File: config.mk
export PLATFORM = sky130hd
export DESIGN_NAME = queue_pop_adapter_flat
export DESIGN_NICKNAME = d
export VERILOG_FILES = /design/src/rtl/queue_pop_adapter_if.sv /design/src/rtl/queue_pop_adapter.sv /design/src/flat_wrapper.sv
export SDC_FILE = /design/constraint.sdc
export NUM_CORES = 1
export LEC_CHECK = 0
export CAP_MARGIN = 20
export CORE_MARGIN = 10
export CORE_UTILIZATION = 45
export DETAILED_ROUTE_END_ITERATION = 10
export PLACE_DENSITY = 0.84
export REMOVE_ABC_BUFFERS = 1
export SLEW_MARGIN = 10
export SYNTH_ARGS = -nofsm -noshare
export SYNTH_HDL_FRONTEND = slang
export SYNTH_SLANG_ARGS = --single-unit
File: constraint.sdc
create_clock -name clk -period 2.8 [get_ports clk]
set_clock_uncertainty 0.2 [all_clocks]
set_input_delay 0.56 -clock clk [delete_from_list [all_inputs] [get_ports clk]]
set_output_delay 0.56 -clock clk [all_outputs]
set_load 0.03 [all_outputs]
File: src/rtl/queue_pop_adapter_if.sv
// Bundle of queue-side, downstream-side and status signals for queue_pop_adapter.
// The adapter itself connects through the slave modport; whatever drives the
// queue flags, flush and downstream ready connects through the master modport.
interface queue_pop_adapter_if #(
  parameter int DATA_WIDTH = 8,
  parameter int CNT_WIDTH  = 16
);

  // Queue side
  logic                  q_empty_IN;
  logic [DATA_WIDTH-1:0] q_data_IN;
  logic                  q_popReq_OUT;

  // Control
  logic                  flush_IN;

  // Downstream side
  logic                  out_valid_OUT;
  logic [DATA_WIDTH-1:0] out_data_OUT;
  logic                  out_ready_IN;

  // Status
  logic [1:0]            occ_OUT;
  logic [CNT_WIDTH-1:0]  popCount_OUT;

  modport slave (
    input  q_empty_IN,
    input  q_data_IN,
    output q_popReq_OUT,
    input  flush_IN,
    output out_valid_OUT,
    output out_data_OUT,
    input  out_ready_IN,
    output occ_OUT,
    output popCount_OUT
  );

  modport master (
    output q_empty_IN,
    output q_data_IN,
    input  q_popReq_OUT,
    output flush_IN,
    input  out_valid_OUT,
    input  out_data_OUT,
    output out_ready_IN,
    input  occ_OUT,
    input  popCount_OUT
  );

endinterface

File: src/rtl/queue_pop_adapter.sv
// Pops entries from a combinational-read queue into a 2-entry skid buffer and
// presents them on a valid/ready output. slot0 is the head shown downstream,
// slot1 catches the entry popped while the head is stalled. Also counts every
// pop issued since reset.
module queue_pop_adapter #(
  parameter int DATA_WIDTH = 8,
  parameter int CNT_WIDTH  = 16
) (
  input logic                clk,
  input logic                reset,
  queue_pop_adapter_if.slave bus
);

  // Occupancy-coded states: the state value is also the entry count.
  localparam logic [1:0] S0 = 2'd0;
  localparam logic [1:0] S1 = 2'd1;
  localparam logic [1:0] S2 = 2'd2;

  logic [1:0]            state_q,    state_d;
  logic [DATA_WIDTH-1:0] slot0_q,    slot0_d;
  logic [DATA_WIDTH-1:0] slot1_q,    slot1_d;
  logic [CNT_WIDTH-1:0]  popCount_q, popCount_d;

  logic popReq;
  logic outValid;
  logic xfer;

  // Pop only with room in the buffer, data in the queue, out of reset and not
  // flushing; the queue advances on the same edge that captures its head.
  always_comb begin
    popReq = reset && !bus.flush_IN && !bus.q_empty_IN && (state_q != S2);
  end

  // Output is valid whenever something is buffered, except during a flush
  // cycle, so nothing is handed downstream while the buffer is being dropped.
  always_comb begin
    outValid = (state_q != S0) && !bus.flush_IN;
    xfer     = outValid && bus.out_ready_IN;
  end

  // Next-state and slot update: flush wins, otherwise pop/xfer per occupancy.
  always_comb begin
    state_d = state_q;
    slot0_d = slot0_q;
    slot1_d = slot1_q;
    if (bus.flush_IN) begin
      state_d = S0;
    end else begin
      case (state_q)
        S0: begin
          if (popReq) begin
            state_d = S1;
            slot0_d = bus.q_data_IN;
          end
        end
        S1: begin
          if (popReq && xfer) begin
            state_d = S1;
            slot0_d = bus.q_data_IN;
          end else if (popReq) begin
            state_d = S2;
            slot1_d = bus.q_data_IN;
          end else if (xfer) begin
            state_d = S0;
          end
        end
        S2: begin
          if (xfer) begin
            state_d = S1;
            slot0_d = slot1_q;
          end
        end
        default: begin
          state_d = S0;
        end
      endcase
    end
  end

  // Pop counter wraps naturally at its width and is untouched by flush.
  always_comb begin
    popCount_d = popCount_q + {{(CNT_WIDTH-1){1'b0}}, popReq};
  end

  // State, slots and counter registers; synchronous active-low reset clears all.
  always_ff @(posedge clk) begin
    if (!reset) begin
      state_q    <= S0;
      slot0_q    <= '0;
      slot1_q    <= '0;
      popCount_q <= '0;
    end else begin
      state_q    <= state_d;
      slot0_q    <= slot0_d;
      slot1_q    <= slot1_d;
      popCount_q <= popCount_d;
    end
  end

  // Drive the bundle outputs.
  always_comb begin
    bus.q_popReq_OUT  = popReq;
    bus.out_valid_OUT = outValid;
    bus.out_data_OUT  = slot0_q;
    bus.occ_OUT       = state_q;
    bus.popCount_OUT  = popCount_q;
  end

endmodule

File: src/flat_wrapper.sv
// flat-port wrapper written by rule: the top's interface ports become plain ports
module queue_pop_adapter_flat 
#(
  parameter int DATA_WIDTH = 8,
  parameter int CNT_WIDTH  = 16
)
  (clk, reset, bus_q_empty_IN, bus_q_data_IN, bus_q_popReq_OUT, bus_flush_IN, bus_out_valid_OUT, bus_out_data_OUT, bus_out_ready_IN, bus_occ_OUT, bus_popCount_OUT);
  queue_pop_adapter_if #(.DATA_WIDTH(DATA_WIDTH), .CNT_WIDTH(CNT_WIDTH)) bus_i ();
  input logic clk;
  input logic reset;
  input wire logic [$bits(bus_i.q_empty_IN)-1:0] bus_q_empty_IN;
  input wire logic [$bits(bus_i.q_data_IN)-1:0] bus_q_data_IN;
  output wire logic [$bits(bus_i.q_popReq_OUT)-1:0] bus_q_popReq_OUT;
  input wire logic [$bits(bus_i.flush_IN)-1:0] bus_flush_IN;
  output wire logic [$bits(bus_i.out_valid_OUT)-1:0] bus_out_valid_OUT;
  output wire logic [$bits(bus_i.out_data_OUT)-1:0] bus_out_data_OUT;
  input wire logic [$bits(bus_i.out_ready_IN)-1:0] bus_out_ready_IN;
  output wire logic [$bits(bus_i.occ_OUT)-1:0] bus_occ_OUT;
  output wire logic [$bits(bus_i.popCount_OUT)-1:0] bus_popCount_OUT;
  assign bus_i.q_empty_IN = bus_q_empty_IN;
  assign bus_i.q_data_IN = bus_q_data_IN;
  assign bus_q_popReq_OUT = bus_i.q_popReq_OUT;
  assign bus_i.flush_IN = bus_flush_IN;
  assign bus_out_valid_OUT = bus_i.out_valid_OUT;
  assign bus_out_data_OUT = bus_i.out_data_OUT;
  assign bus_i.out_ready_IN = bus_out_ready_IN;
  assign bus_occ_OUT = bus_i.occ_OUT;
  assign bus_popCount_OUT = bus_i.popCount_OUT;
  queue_pop_adapter #(.DATA_WIDTH(DATA_WIDTH), .CNT_WIDTH(CNT_WIDTH)) u_core (.clk(clk), .reset(reset), .bus(bus_i));
endmodule
### After elaboration in Yosys (flattened, before gate mapping)

Cells that the tools add are included.
Widths: inputs -> output; s select.

| word-level totals | value |
|---|---|
| input port bits | 13 |
| word-level logic and storage cells | 40 |
| bits in registers | 34 |

| cells by class | value |
|---|---|
| mux-type cells | 10 |
| equality and inequality tests | 7 |
| bitwise logic cells | 3 |
| reductions and logical operators | 15 |
| add/sub/neg operators | 1 |

Operator list:

| operator | number |
|---|---|
| $mux 8 | 3 |
| $pmux 8 s3 | 1 |
| $add 16x1->16 | 1 |
| $mux 2 | 5 |
| $logic_and 1x1->1 | 6 |
| $ne 2x1->1 const B | 3 |
| $pmux 2 s3 | 1 |
| $reduce_and 5->1 | 1 |
| $ne 4x1->1 const B | 1 |
| $reduce_and 4->1 | 1 |
| $not 1->1 | 3 |
| $reduce_and 3->1 | 1 |
| $reduce_bool 3->1 | 1 |
| $eq 2x1->1 const B | 1 |
| $eq 2x2->1 const B | 1 |
| $logic_not 1->1 | 2 |
| $logic_not 2->1 | 1 |
| $ne 2x2->1 const B | 1 |
| $reduce_bool 2->1 | 1 |
| $reduce_or 2->1 | 1 |

### Depth between registers and ports, before layout

| depth | value |
|---|---|
| word-level depth | 7 |
| mapped depth | 9 |

### Worst setup path after synthesis

Ideal clock, no wire load.

| timing | value |
|---|---|
| kind | register -> register |
| start | reg u_core.state_q[1] (netlist: u_core.bus.occ_OUT[1]) |
| end | reg u_core.popCount_q[10] (netlist: u_core.bus.popCount_OUT[10]) |
| stages on the path, launching flop included | 10 |
| required time | 2.529 ns |
| arrival | 2.939 ns |
| clock period less this slack | 3.209 ns |
| setup slack | -0.409 ns |
| cell sequence | dfxtp_1 > buf_6 > nor2b_1 > clkbuf_1 > nor3_1 > ha_1 > ha_1 > nand2_1 > or4_1 > a21oi_1 |

| on the way | value |
|---|---|
| word-level cells in the longest chain between the ends | 3 |

Ends and longest elaborated chain:

| item | line | text |
|---|---|---|
| start, declared | queue_pop_adapter.sv:19 | `logic [1:0] state_q, state_d;` |
| start signal, assigned | queue_pop_adapter.sv:93 | `state_q <= state_d;` |
| $ne 2x2->1 | queue_pop_adapter.sv:31 | `popReq = reset && !bus.flush_IN && !bus.q_empty_IN && (state_q != S2);` |
| $logic_and 1x1->1 | queue_pop_adapter.sv:31 |  |
| named net bus_q_popReq_OUT | flat_wrapper.sv:13 | `output wire logic [$bits(bus_i.q_popReq_OUT)-1:0] bus_q_popReq_OUT;` |
| $add 16x1->16 | queue_pop_adapter.sv:82 | `popCount_d = popCount_q + {{(CNT_WIDTH-1){1'b0}}, popReq};` |
| end signal, assigned | queue_pop_adapter.sv:96 | `popCount_q <= popCount_d;` |
| end, declared | queue_pop_adapter.sv:22 | `logic [CNT_WIDTH-1:0] popCount_q, popCount_d;` |

The timed path passes the listed nets, and every way through them passes these cells.
A chain may end at the register's enable or synchronous reset.

### Worst setup path in the final report

| timing | value |
|---|---|
| start | in bus_flush_IN |
| end | out bus_out_valid_OUT |

| on the way | value |
|---|---|
| word-level cells in the longest chain between the ends | 2 |

Ends and longest elaborated chain:

| item | line | text |
|---|---|---|
| start, declared | flat_wrapper.sv:14 | `input wire logic [$bits(bus_i.flush_IN)-1:0] bus_flush_IN;` |
| $logic_not 1->1 | queue_pop_adapter.sv:37 | `outValid = (state_q != S0) && !bus.flush_IN;` |
| $logic_and 1x1->1 | queue_pop_adapter.sv:37 |  |
| end, declared | flat_wrapper.sv:15 | `output wire logic [$bits(bus_i.out_valid_OUT)-1:0] bus_out_valid_OUT;` |

No other way between the ends.

==> impl_results.md <==
- Bufs on Longest Clock Path: 2
- Initial Utilization: between 40% and 50%
- Post-cts repair resize count: 0
- Crit path max fanout: 3
- MaxCap Viol Count: 0
- Via count of the first global-routing pass: 1389
- Die width: between 80 and 90 um
- Die outline height: 80.58 um
- Violation count after the first detailed-routing iteration: 65
- Largest area contributor in the synthesized netlist: sky130_fd_sc_hd__dfxtp_1
- Final instance count without filler cells: 280
- Final setup vio count: 0
- Primary flip-flop cell chosen by synthesis mapping: sky130_fd_sc_hd__dfxtp_1
- Dominant cell by count in the synthesized netlist: sky130_fd_sc_hd__dfxtp_1
- Result of the run: finished clean
- Worst Tran Pin Value: 0.5206 ns
- Category of the worst setup path capture point: output pin
- Count of cell types in the netlist: 35
- Number of buffers inserted by port buffering: 40
- Leakage power figure: 0.7780 nW
- Antenna violations before repair: 0
- Global-route wire length before repair: between 6000 and 7000 um
- Number of nets at the end of the flow: ~250
- Final critical path time including I/O delays and setup: 2.645 ns
- Antenna-violating nets left: 0
- RePlAce Congestion: 0.7489
- Worst reg-to-reg setup slack: 0.66 ns
- Cell area after synthesis: 1652 um^2
- Total Routed Length: about 4000 um
- CTS buffer count: 5
- Number of standard-cell rows in the floorplan: 21
- Total number of vias: 1536
- Detailed-route wire length per cell: 14.39 um
- Sum of overflow across all layers after global routing: 0
- Post-CTS Repair Setup Buffers: 0
- Count of antenna diodes in the layout: 0
- Endpoint arrival time on the critical path: 1.88 ns
- HPWL reported at the end of detailed placement: 2851 um
- TritonCTS sink count: 34
- Period utilization: a little over nine tenths
- Largest net degree at the start of global routing: 31
- Final hold vios: 0
- Most used standard cells in the synthesized netlist: sky130_fd_sc_hd__dfxtp_1, sky130_fd_sc_hd__a21oi_1, sky130_fd_sc_hd__nand2_1, sky130_fd_sc_hd__nand3_1, sky130_fd_sc_hd__mux2i_1
- # H-tree levels: 2
- Share of synthesized area occupied by flip-flops and latches: 41.21%
- Top-Level Pins: slightly above 40
- Path type of the worst min-delay path: flip-flop to flip-flop
- Avg Inst Size Synth: 8.739 um^2
- Max Transition Viols Final: 0
- Util after Layout: about 65%
- Hold-fix buffer count after cts: 0
- Post-synth EDFFs: 0
- Cell Pwr Density: 462.0 nW/um^2
- Share of synthesized flip-flops with an asynchronous set or reset: 0%
- RSZ-0062 raised after global routing: no
- Source-to-sink clock delay at the later pin of the worst-skew pair: 0.29 ns
- Type of origin of the critical path: input port
- Root buffer cell: sky130_fd_sc_hd__clkbuf_8
- Routed vias/inst: 5.486
- TritonCTS clock tree: done
- Area growth from synthesis to layout: 35.23%
- GRT Resource Usage Total: 12.65%
- #FFs+latches synth: 34
- Number of search-and-repair iterations in the first detailed-routing pass: 4
- Highest attainable clock frequency: 0.3781 GHz
- WP data required: ~2.0 ns
- Top cell type's share of synthesized area: 41.21%
- Core Footprint: 3442 um^2
- Post-route DRC: 0
- Floorplan die area: about 6500 um^2
- Clock-pin slew on the worst setup and hold paths: 0.07 ns
- Critical setup path kind: input port to output pin
- Final TNS setup: 0 ns
- Maximum VDD drop: 253.1 uV
- Worst hold slack: 0.2605 ns
- Headroom to the max-slew limit: around two thirds
- Yosys warnings: 0
- Share of cells above drive strength 1: 13.25%
- DP Cell Count: 272
- Biggest area contributors in the synthesized netlist: sky130_fd_sc_hd__dfxtp_1, sky130_fd_sc_hd__mux2i_1, sky130_fd_sc_hd__a21oi_1
- Cells after Synth: 189
==> cells in the final DEF, fill, tap and decap left out, types with 8 or more instances in the layout <==
cell	instances
sky130_fd_sc_hd__clkbuf_8	8
sky130_fd_sc_hd__o21ai_0	9
sky130_fd_sc_hd__nand2_1	17
sky130_fd_sc_hd__nand3_1	13
sky130_fd_sc_hd__or3b_2	8
sky130_fd_sc_hd__dfxtp_1	34
sky130_fd_sc_hd__a21oi_1	18
sky130_fd_sc_hd__mux2i_1	12
sky130_fd_sc_hd__o211ai_1	8
sky130_fd_sc_hd__clkdlybuf4s50_1	39
sky130_fd_sc_hd__buf_4	13
==> cell type report <==
class	instances	area, um^2
Sequential cell	34	680.7
Multi-Input combinational cell	137	885.9
Inverter	3	11.26
Clock buffer	8	110.1
Fill cell	291	1209
Timing Repair Buffer	52	488.0
Tap cell	46	57.56
==> sequential cells by signal, indices dropped and copies added (netlist names) <==
signal,cells
u_core.bus.popCount_OUT,16
u_core.bus.out_data_OUT,8
u_core.slot1_q,8
u_core.bus.occ_OUT,2
==> stage by stage <==
| stage | worst slack [ns] | area, um^2 | total power [mW] |
|---|---|---|---|
| after global routing | 0.07743 | 2233 | 1.071 |
| after CTS | 0.1409 | 2233 | 1.039 |
| final | 0.1554 | 2233 | 1.032 |
| after detailed placement | -0.02607 | 2123 | 0.6207 |
| after global placement | -0.006664 | 2123 | 0.6190 |
| after floorplan | -0.4833 | 1578 | 0.5585 |
==> report_power, final <==
group	internal (mW)	total (mW)	switching (mW)
Sequential	0.492	0.495	0.00382
Clock	0.248	0.422	0.174
Combinational	0.0528	0.114	0.0611
Total	0.793	1.03	0.239
==> final timing paths <==
check / from / endpoint / cells after the start
max: bus_flush_IN / bus_out_valid_OUT / 4
min: u_core.bus.out_data_OUT[0] / u_core.bus.out_data_OUT[0] / 2
max reg2reg: u_core.bus.occ_OUT[1] / u_core.bus.popCount_OUT[10] / 7
min reg2reg: u_core.bus.out_data_OUT[0] / u_core.bus.out_data_OUT[0] / 2
==> worst max-delay path, stage by stage <==
cell and delay [ns]:
sky130_fd_sc_hd__clkdlybuf4s50_1 0.41, sky130_fd_sc_hd__buf_4 0.15, sky130_fd_sc_hd__nor2_1 0.09, sky130_fd_sc_hd__clkdlybuf4s50_1 0.67
==> kinds of logic after synthesis <==
logic type               Yosys count  share of synthesized area [%]
multiplexers                      12                          7.273
flip-flops                        34                          41.21
AND/OR/NAND/NOR                   77                          28.03
buffers and inverters             18                          5.151
AO/OA/AOI/OAI                     43                          15.23
adder cells (fa/ha/maj)            2                          1.515
XOR/XNOR                           3                          1.591
==> routing by layer <==
| metal | vias up | wire length [um] | GRT usage, % |
|---|---|---|---|
| li1 | 774 | - | - |
| met1 | 720 | 1770 | 15.23 |
| met2 | 36 | 1864 | 18.55 |
| met3 | 6 | 326 | 5.679 |
| met4 | 0 | 68 | 6.162 |
| met5 | - | 0 | 0 |
No activity file was read; power rests on OpenSTA's default activity.
